==> config.mk <==
export PLATFORM = sky130hd
export DESIGN_NAME = pixel_collector
export DESIGN_NICKNAME = d
export VERILOG_FILES = /design/src/rtl/pixel_collector.sv
export SDC_FILE = /design/constraint.sdc
export NUM_CORES = 1
export LEC_CHECK = 0
export ABC_AREA = 1
export CORE_AREA = 2 2 251 253
export DETAILED_ROUTE_END_ITERATION = 8
export DIE_AREA = 0 0 253 255
export PLACE_DENSITY = 0.46
export SLEW_MARGIN = 20
export SYNTH_ARGS = -nofsm -noshare
export SYNTH_HDL_FRONTEND = slang
export SYNTH_SLANG_ARGS = --single-unit
==> constraint.sdc <==
create_clock -name aclk -period 3.7 [get_ports aclk]
set_clock_uncertainty 0.1 [all_clocks]
set_input_delay 0.74 -clock aclk [delete_from_list [all_inputs] [get_ports aclk]]
set_output_delay 0.74 -clock aclk [all_outputs]
set_load 0.05 [all_outputs]
==> src/rtl/pixel_collector.sv <==
// pixel_collector: round-robin merge of NUM_CORES per-core pixel FIFOs into one RGB stream with SOF/EOL sideband.
// Define PIXEL_COLLECTOR_TIMEOUT_EN to add the empty-head watchdog, fill pixels and the err_timeout port.
module pixel_collector #(
    parameter int NUM_CORES      = 4,
    parameter int PIX_W          = 24,
    parameter int FIFO_DEPTH     = 4,
    parameter int H_RES          = 640,
    parameter int V_RES          = 480,
    parameter int TIMEOUT_CYCLES = 1024
) (
    input  logic                          aclk,
    input  logic                          aresetn,
    input  logic [$clog2(NUM_CORES):0]    active_cores,
    input  logic [NUM_CORES*PIX_W-1:0]    in_pixel,
    input  logic [NUM_CORES-1:0]          in_valid,
    output logic [NUM_CORES-1:0]          in_ready,
    output logic [PIX_W-1:0]              out_pixel,
    output logic                          out_valid,
    input  logic                          out_ready,
    output logic                          out_user,
    output logic                          out_last,
    output logic                          frame_done
`ifdef PIXEL_COLLECTOR_TIMEOUT_EN
    ,output logic                         err_timeout
`endif
);
    localparam int CW = $clog2(NUM_CORES) + 1;
    localparam int PW = NUM_CORES > 1 ? $clog2(NUM_CORES) : 1;
    localparam int AW = $clog2(FIFO_DEPTH);
    localparam int XW = H_RES > 1 ? $clog2(H_RES) : 1;
    localparam int YW = V_RES > 1 ? $clog2(V_RES) : 1;

    typedef enum logic [1:0] {IDLE, STREAM, END_FRAME} state_t;

    state_t               state_q, state_d;
    logic [PW-1:0]        ptr, last, last_c;
    logic [CW-1:0]        act_c;
    logic [XW-1:0]        x;
    logic [YW-1:0]        y;
    logic                 rdy_en, fill, xfer, pop_sel, x_end, y_end;
    logic [NUM_CORES-1:0] full, empty, push, pop;
    logic [PIX_W-1:0]     head [NUM_CORES];

    for (genvar i = 0; i < NUM_CORES; i++) begin : g_core
        logic [PIX_W-1:0] mem [FIFO_DEPTH];
        logic [AW:0]      wp, rp;
        assign full[i]     = (wp[AW] != rp[AW]) && (wp[AW-1:0] == rp[AW-1:0]);
        assign empty[i]    = wp == rp;
        assign in_ready[i] = rdy_en && !full[i] && (PW'(i) <= last);
        assign push[i]     = in_valid[i] && in_ready[i];
        assign pop[i]      = pop_sel && (ptr == PW'(i));
        assign head[i]     = mem[rp[AW-1:0]];
        always_ff @(posedge aclk)
            if (push[i]) mem[wp[AW-1:0]] <= in_pixel[i*PIX_W +: PIX_W];
        always_ff @(posedge aclk or negedge aresetn)
            if (!aresetn) begin
                wp <= '0;
                rp <= '0;
            end else begin
                if (push[i]) wp <= wp + 1'b1;
                if (pop[i]) rp <= rp + 1'b1;
            end
    end

`ifdef PIXEL_COLLECTOR_TIMEOUT_EN
    localparam int TW = $clog2(TIMEOUT_CYCLES + 1);
    logic [TW-1:0] tcnt;
    // A fill pixel is held on the output until accepted; the counter restarts after it.
    assign fill = (state_q == STREAM) && empty[ptr] && (tcnt == TW'(TIMEOUT_CYCLES));
    always_ff @(posedge aclk or negedge aresetn)
        if (!aresetn) begin
            tcnt        <= '0;
            err_timeout <= 1'b0;
        end else begin
            if (xfer || state_q != STREAM || !empty[ptr]) tcnt <= '0;
            else if (!fill) tcnt <= tcnt + 1'b1;
            if (fill) err_timeout <= 1'b1;
        end
`else
    assign fill = 1'b0;
`endif

    assign out_valid  = (state_q == STREAM) && (!empty[ptr] || fill);
    assign xfer       = out_valid && out_ready;
    assign pop_sel    = xfer && !empty[ptr];
    assign out_pixel  = (out_valid && !empty[ptr]) ? head[ptr] : '0;
    assign x_end      = x == XW'(H_RES - 1);
    assign y_end      = y == YW'(V_RES - 1);
    assign out_user   = out_valid && (x == '0) && (y == '0);
    assign out_last   = out_valid && x_end;
    assign frame_done = state_q == END_FRAME;

    always_comb begin
        act_c   = (active_cores == '0) ? CW'(1) :
                  (active_cores > CW'(NUM_CORES)) ? CW'(NUM_CORES) : active_cores;
        last_c  = PW'(act_c - CW'(1));
        state_d = (state_q == IDLE)      ? STREAM :
                  (state_q == END_FRAME) ? (&empty ? IDLE : STREAM) :
                  (xfer && x_end && y_end) ? END_FRAME : STREAM;
    end

    // last holds the highest active core index, so a count of 1 resets to 0.
    always_ff @(posedge aclk or negedge aresetn)
        if (!aresetn) begin
            state_q <= IDLE;
            rdy_en  <= 1'b0;
            last    <= '0;
            ptr     <= '0;
            x       <= '0;
            y       <= '0;
        end else begin
            state_q <= state_d;
            rdy_en  <= 1'b1;
            if (state_q == IDLE) begin
                last <= last_c;
                ptr  <= '0;
            end else if (state_q == END_FRAME) begin
                ptr <= '0;
                x   <= '0;
                y   <= '0;
            end else if (xfer) begin
                ptr <= (ptr == last) ? '0 : ptr + 1'b1;
                x   <= x_end ? '0 : x + 1'b1;
                if (x_end) y <= y_end ? '0 : y + 1'b1;
            end
        end
endmodule

=== After elaboration in Yosys (flattened, before gate mapping) ===
Memories as Yosys holds them, arrays and structs flattened.
Cells that the tools add are included.
Widths: inputs -> output; s select.

* Output and inout port bits: 32
* Register bits: 50
* ROM bits: 0
* Bits in writable memories: 384
* Input port bits: 106
* Memories kept: 4
* Logic and storage cells: 135
* Latch bits: 0

{| class="wikitable"
|+ Memories
! memory !! depth !! width !! rd ports !! clocked after memory_dff !! write ports !! line !! text
|-
| g_core[0].mem || 4 || 24 || 1 || 0 || 1 || 45 || <nowiki>logic [PIX_W-1:0] mem [FIFO_DEPTH];</nowiki>
|-
| g_core[1].mem || 4 || 24 || 1 || 0 || 1 || 45 ||
|-
| g_core[2].mem || 4 || 24 || 1 || 0 || 1 || 45 ||
|-
| g_core[3].mem || 4 || 24 || 1 || 0 || 1 || 45 ||
|}

* Div/mod/pow operators: 0
* Multiplexer cells: 31
* Eq/ne operators: 20
* Multiply operators: 0
* Add/subtract/negate cells: 12
* Bitwise gates (word level): 2
* Shifts and indexed selects: 0
* $lt $le $gt $ge: 7
* Reductions and logical operators: 45

{| class="wikitable"
|+ Operator list
! operator !! count
|-
| $mux 24 || 3
|-
| $bmux 24 s2 || 1
|-
| $mux 9 || 4
|-
| $mux 10 || 3
|-
| $logic_and 1x1->1 || 29
|-
| $add 3x1->3 const B || 8
|-
| $mux 2 || 9
|-
| $eq 3x3->1 || 4
|-
| $add 10x1->10 const B || 1
|-
| $eq 10x10->1 const B || 1
|-
| $eq 2x2->1 || 5
|-
| $logic_not 10->1 || 1
|-
| $mux 1 || 10
|-
| $add 9x1->9 const B || 1
|-
| $eq 9x9->1 const B || 1
|-
| $logic_not 9->1 || 1
|-
| $eq 2x2->1 const B || 3
|-
| $logic_not 1->1 || 5
|-
| $eq 2x1->1 const B || 2
|-
| $le 1x2->1 const A || 2
|-
| $le 2x2->1 const A || 2
|-
| $logic_not 2->1 || 2
|-
| $ne 1x1->1 || 4
|-
| $reduce_and 4->1 || 1
|-
| 13 further kinds || 14
|}

=== Logic depth before layout (Yosys ltp) ===
Gate-level depths: netlist (run 1).

* Depth in word-level cells: 11
* Depth in mapped cells: 14
* Gate-level depth less buffers: 11

=== Least setup slack after synthesis (run 1) ===
No wires, ideal clock.

* Path kind: reg2out
* From: reg g_core[3].rp[1]
* To: out out_pixel[0]
* Stages on the path, launching flop included: 9
* Setup slack: 0.480 ns
* Data required time: 2.860 ns
* Buffers on the path: 2
* Arrival time: 2.380 ns
* Cells stage by stage: dfrtp_1 -> buf_4 -> xnor2_2 -> nand4_1 -> nand3_1 -> nand2_2 -> nand2_2 -> buf_2 -> a211oi_1

* Longest elaborated chain between the ends: 7
* Elaborated cells between the ends (all ways): 11
* Classes of those cells: 1 x eq/ne; 6 x mux; 3 x reduce/logical; 1 x memory

{| class="wikitable"
|+ RTL lines
! what !! line !! text
|-
| from (decl) || 46 || <nowiki>logic [AW:0] wp, rp;</nowiki>
|-
| from (signal assigned) || 61 || <nowiki>if (pop[i]) rp <= rp + 1'b1;</nowiki>
|-
| branches (longest 6 deep; another with $mem_v2 4x24) || n/a ||
|-
| $mux 24 (*) || 86 || <nowiki>assign out_pixel = (out_valid && !empty[ptr]) ? head[ptr] : '0;</nowiki>
|-
| to (decl) || 17 || <nowiki>output logic [PIX_W-1:0] out_pixel,</nowiki>
|}

Every way passes the cells marked *. The select of a mux whose other input is x is not followed.

=== Final worst setup path (run 1) ===
* From: reg g_core[2].rp[0]
* To: out out_pixel[1]

* Longest elaborated chain between the ends: 7
* Elaborated cells between the ends (all ways): 11
* Classes of those cells: 1 x eq/ne; 6 x mux; 3 x reduce/logical; 1 x memory

{| class="wikitable"
|+ RTL lines
! what !! line
|-
| from (decl) || 46
|-
| from (signal assigned) || 61
|-
| branches (longest 6 deep; another with $mem_v2 4x24) || n/a
|-
| $mux 24 (*) || 86
|}

Marked as above.

==> results.toml, run 1 <==
[synth]
yosysSeqAreaShare_pct = 69.36
synthDominantCellAreaShare_pct = 62.57
yosysTopAreaCell = "edfxtp_1"
ys_async_sr_fraction_pct = 11.52
syn_area_sq_um = 18430
syn_area_per_cell_sq_um = 11.76
synth_edf_count = 384
synthFlopType = "edfxtp_1"
syn_nets = 1701
synth_cells = 1567
synth_warnings = 0
synth.distinct_cells = 40
ys_ff_latch = 434
synth_area_leaders = "edfxtp_1, nand2_1, dfrtp_1, a21oi_1, nand3_1"

[global_routing]
grt_max_degree = 52
grt_overflow = 0
track_usage_pct = 17.25
grt_pass1_wl_um = 81390
grt_pass1_vias = 12270
antenna_found_initial = 1

[pwr]
p_sw_share_pct = 40.94
ir_drop_uv = 895.4
total_switching_power_uw = 8199
clkPwrFrac_pct = 22.8
leakage_uw = 0.008442
power.internal_uw = 11830
cellPowerDensity_nw_per_um2 = 873.0
comb_power_share_pct = 45.7
p_seq_share_pct = 31.4

[finish]
areaGrowthSynthToFinish_pct = 24.47
nets = 1868
postLayoutCellArea_sq_um = 22940
drive_gt1_share_pct = 12.79
final_util_pct = 36.91

[detailed_routing]
drt_wl_total_um = 55530
wl_per_cell_um = 21.57
ant_nets = 0
drt-initial-drc-count = 905
dr.pass1.iters = 6
drc_errors = 0
vias = 12580
avgViaCountPerCell = 4.884

[sta]
timing.fmax_mhz = 281.3
setup_viol = 0
rsz0062_at_grt = "true"
setup_ws_ns = 0.1452
drv_slew = 0
max_slew_margin_pct = 53.37
hold_viol = 0
worst_pin_slew_ns = 0.6986
fin_crit_ns = 3.555
fin_crit_sh_pct = 96.08

[critical_path]
path_max_fanout = 15
critPathMostFrequentCell = "buf_4"
crit_type = "reg2out"
end_kind = "output pin"
worstRegToRegCells = 9
cp_cell_sequence = "buf_4, nand2_1, nand2_1, nand4_1, nand3_1, nand2_2, nand2_4, buf_4, nor3_1, buf_4, buf_12"
crit_required_ns = 2.86
cp-start-kind = "register"
crit_arrival_ns = 2.71
cp_slowest_stage_delay_ns = 0.41
crit_slowest_cell = "dfrtp_1"

[clock_network]
cts_sinks = 434
cts_root_buffer = "clkbuf_16"
ctsHtreeMaxLevel = 2
clk_pin_slew_ns = 0.06
insertion_delay_ns = 0.60
cts_made_buffers = 49
clockBufferDepth = 3
cts_tree = "done"

[outcome]
status = "finished clean"

[floorplanning]
ios = 138
die_x_um = 253
fp-row-count = 92
dieArea_sq_um = 64520
coreArea_sq_um = 62160
die_y_um = 255
start_util_pct = 29.65

[flow_run]
cap_violations = 0

[placement]
detailedPlace.worstSlack_ns = 0.4047
place.gp.congestion = 0.8534
dp_hpwl_um = 37830
port_buffers = 137
placedInstanceArea_sq_um = 21300

[min_path]
hold_class = "in2async"
[cells by family (layout without fill, tap and decap cells)]
logic type,count (synthesis),count (layout),synth area share (%)
and+or+nand+nor,616,616,14.09
DFF,434,434,69.36
AOI/OAI and AO/OA,296,296,9.464
buffers and inverters,167,375,3.815
adders and majority gates,28,28,1.901
xor gates and xnor gates,25,25,1.351
other,1,2,0.02035
[timing repair]
item | in CTS | in global routing
gates resized for setup | 7 | 21
hold endpoints to repair | 0 | 0
hold buffers | 0 | 0
setup endpoints to repair | 9 | 21
pin swaps | 0 | 2
buffers inserted | 0 | 0
[sequential cells by signal (all words and copies together), names as in the netlist]
register / flops
g_core.mem: 384
g_core.rp: 12
g_core.wp: 12
last: 2
ptr: 2
rdy_en: 1
state_q: 2
x: 10
y: 9
[metrics by stage]
stage                     TNS [ns]  std cells  hold WS, ns  power (uW)
after floorplan                  0       1567       0.3444       11170
after global placement           0       2482       0.3781       15360
after detailed placement         0       2482       0.3838       15400
after CTS                        0       2574      0.06215       20050
after global routing      -0.02385       2574       0.1063       21060
final                            0       2575      0.06670       20030
[cells in the final DEF (no fill, tap or decap), drive strengths merged]
cell / n
dfrtp: 50
a21oi: 160
conb: 1
nand4: 10
clkinv: 15
clkinvlp: 3
xor2: 19
a32oi: 6
nand3: 114
a22o: 17
edfxtp: 384
nor3b: 2
o221ai: 18
a211oi: 6
clkbuf: 75
xnor2: 6
a22oi: 35
inv: 77
o22ai: 3
nor4: 7
nor3: 30
buf: 99
nor2: 85
or2: 1
and3: 6
ha: 28
o21ai: 50
clkdlybuf4s50: 105
diode: 1
nand2: 361
bufinv: 1
o211ai: 1
[power by group through the flow]
stage,Clock [uW],Sequential [uW],Combinational (uW)
after detailed placement,0,6390,9010
after floorplan,0,6310,4850
final,4570,6300,9160
after global routing,4870,6360,9820
after CTS,4670,6300,9080
after global placement,0,6390,8980
[cell usage after synthesis (7+ instances only)]
cell,number
a22o_1,17
a22oi_1,35
nor2_1,84
a21oi_1,160
edfxtp_1,384
o221ai_1,18
nand3_1,113
nor3_1,30
o21ai_0,49
xor2_1,19
buf_1,7
nand2_2,7
clkbuf_1,44
inv_1,72
buf_2,29
dfrtp_1,50
nand4_1,9
nand2_1,354
ha_1,28
[worst max-delay path: cells and delay by family (launching register included)]
family | cells | cell delay (ns)
buf+inv | 4 | 0.75
flops | 1 | 0.41
simple gates | 7 | 0.95
[path summary, 6_finish.rpt]
check,slack (ns),endpoint,startpoint
worst max-delay path,0.15,out_pixel[1],g_core[2].rp[0]
worst min-delay path,0.07,g_core[1].rp[1],aresetn
worst max register to register,1.16,g_core[2].mem[3][2],g_core[2].rp[0]
worst min register to register,0.40,g_core[2].wp[2],g_core[2].wp[2]
max in group asynchronous,2.56,g_core[3].rp[1],aresetn
min in group aclk,0.40,g_core[2].wp[2],g_core[2].wp[2]
[metal layers]
layer	wire, um	part of all wire (%)	global-route usage [%]
met1	25210	45	23.97
met2	25010	45	26.99
met3	3463	6.2	3.437
met4	1848	3.3	5.866
met5	0	0	0
[area by class of cell]
type                            count  area (sq um)
Antenna cell                        1         2.502
Clock buffer                       75          1364
Clock inverter                     17         145.1
Fill cell                        6021         39220
Inverter                           79         305.3
Multi-Input combinational cell    966          5104
Sequential cell                   434         12780
Tap cell                          799         999.7
Timing Repair Buffer              204          2237
No activity file was read; power rests on OpenSTA's default activity.
==> run 2: changes to the inputs <==
--- a/config.mk
+++ b/config.mk
@@ -9,7 +9,7 @@
 export CORE_AREA = 2 2 251 253
 export DETAILED_ROUTE_END_ITERATION = 8
 export DIE_AREA = 0 0 253 255
-export PLACE_DENSITY = 0.46
+export PLACE_DENSITY_LB_ADDON = 0.08
 export SLEW_MARGIN = 20
 export SYNTH_ARGS = -nofsm -noshare
 export SYNTH_HDL_FRONTEND = slang
==> results.toml, run 2 (synthesis gave the netlist of run 1 again) <==
[global_routing]
track_usage_pct = 17.56
grt_overflow = 0
grt_max_degree = 52
grt_pass1_wl_um = 83530
antenna_found_initial = 3
grt_pass1_vias = 12440

[critical_path]
crit_path_start = "g_core[1].rp[0]"
cp_slowest_stage_delay_ns = 0.41
crit_end = "out_pixel[8]"
cp-start-kind = "register"
critPathMostFrequentCell = "buf_4"
crit_family = "buffers and inverters"
crit_slowest_cell = "dfrtp_1"
path_depth = 8
cp_cell_sequence = "inv_2, buf_4, nor2_1, o221ai_1, a21oi_1, buf_4, nor3_4, buf_12"
r2r_setup_slack_ns = 0.97
crit_buf_inv = 4
crit_required_ns = 2.86
path_max_fanout = 18
crit_type = "reg2out"
end_kind = "output pin"
worstRegToRegCells = 9
r2r_end = "g_core[2].mem[3][7]"
r2r_start = "g_core[2].rp[0]"
crit_arrival_ns = 2.78

[floorplanning]
die_x_um = 253
dieArea_sq_um = 64520
die_y_um = 255
fp-row-count = 92
start_util_pct = 29.65
ios = 138
coreArea_sq_um = 62160

[clock_network]
clockBufferDepth = 3
ctsHtreeMaxLevel = 2
cts_root_buffer = "clkbuf_16"
cts_tree = "done"
cts_hold_buffers = 0
cts_made_buffers = 50
clk_pin_slew_ns = 0.06
cts_sinks = 434
post_cts_buffers = 0
insertion_delay_ns = 0.58

[sta]
hold_viol = 0
setup_ws_ns = 0.08086
setup_viol = 0
fin_crit_ns = 3.619
timing.fmax_mhz = 276.3
worst_pin_slew_ns = 0.7178
rsz0062_at_grt = "true"
max_slew_margin_pct = 52.10
fin_crit_sh_pct = 97.81
drv_slew = 0

[finish]
final_util_pct = 37.22
layout_commonest_cell = "edfxtp_1"
layout_common_cells = "edfxtp_1, nand2_1, a21oi_1, nand3_1, clkdlybuf4s50_1"
multi_input_area_sq_um = 5145
largest_reg_flops = 384
areaGrowthSynthToFinish_pct = 25.52
nets = 1867
antenna_cells = 0
fin_cells = 2571
drive_gt1_share_pct = 12.92
nFillCells = 6057
regArea_sq_um = 12780

[detailed_routing]
vias = 12620
avgViaCountPerCell = 4.909
wl_per_cell_um = 22.00
dr.pass1.iters = 5
ant_nets = 0
drt_wl_total_um = 56570
drc_errors = 0
drt-initial-drc-count = 931

[outcome]
status = "finished clean"

[pwr]
leakage_uw = 0.008528
cellPowerDensity_nw_per_um2 = 883.6
ir_drop_uv = 1099
total_power_uw = 20440

[min_path]
hold_class = "in2async"

[placement]
dp_hpwl_um = 37940
detailedPlace.worstSlack_ns = 0.3521
place.gp.congestion = 0.7683
dp_cells = 2480
port_buffers = 137

[flow_run]
cap_violations = 0
[run 2: per-stage QoR]
stage | area [sq um] | hold WS (ns) | TNS (ns)
final | 23130 | 0.07511 | 0
after global routing | 23130 | 0.08901 | -0.02777
after CTS | 23080 | 0.07617 | -0.1579
after detailed placement | 21370 | 0.3874 | 0
after global placement | 21370 | 0.3797 | 0
after floorplan | 18430 | 0.3444 | 0
[run 2: routing by layer]
metal	track usage [%]	up-vias	share of wire, %
li1	-	5937	-
met1	25.25	6341	48
met2	27.90	268	46
met3	2.929	72	4.5
met4	3.838	2	1.6
met5	0	-	0.023
[run 2: where the power goes]
| part | switching (uW) | total [uW] | leakage, uW | internal, uW |
|---|---|---|---|---|
| Combinational | 6020 | 9300 | 0.00364 | 3290 |
| Sequential | 299 | 6300 | 0.00411 | 6000 |
| Clock | 2000 | 4830 | 0.000781 | 2830 |
| Total | 8320 | 20400 | 0.00853 | 12100 |
[run 2: cell type report]
class,instances,area share [%]
Sequential cell,434,55.26
Multi-Input combinational cell,966,22.24
Timing Repair Buffer,202,10.02
Clock buffer,60,5.749
Tap cell,799,4.321
Inverter,79,1.293
Clock inverter,31,1.120
[run 2: timing repair]
action | in CTS | in global routing
cloned | 0 | 0
resized for setup | 24 | 10
endpoints found under the setup margin | 21 | 19
[run 2: worst min-delay path by stage]
stage / start / endpoint / slack (ns) / cells past startpoint
after CTS: aresetn / y[2] / 0.08 / 1
after global placement: g_core[2].wp[2] / g_core[2].wp[2] / 0.38 / 1
after detailed placement: g_core[2].wp[2] / g_core[2].wp[2] / 0.39 / 1
after floorplan: aresetn / g_core[0].rp[0] / 0.34 / 0
final: aresetn / last[0] / 0.08 / 1
after global routing: aresetn / x[3] / 0.09 / 1
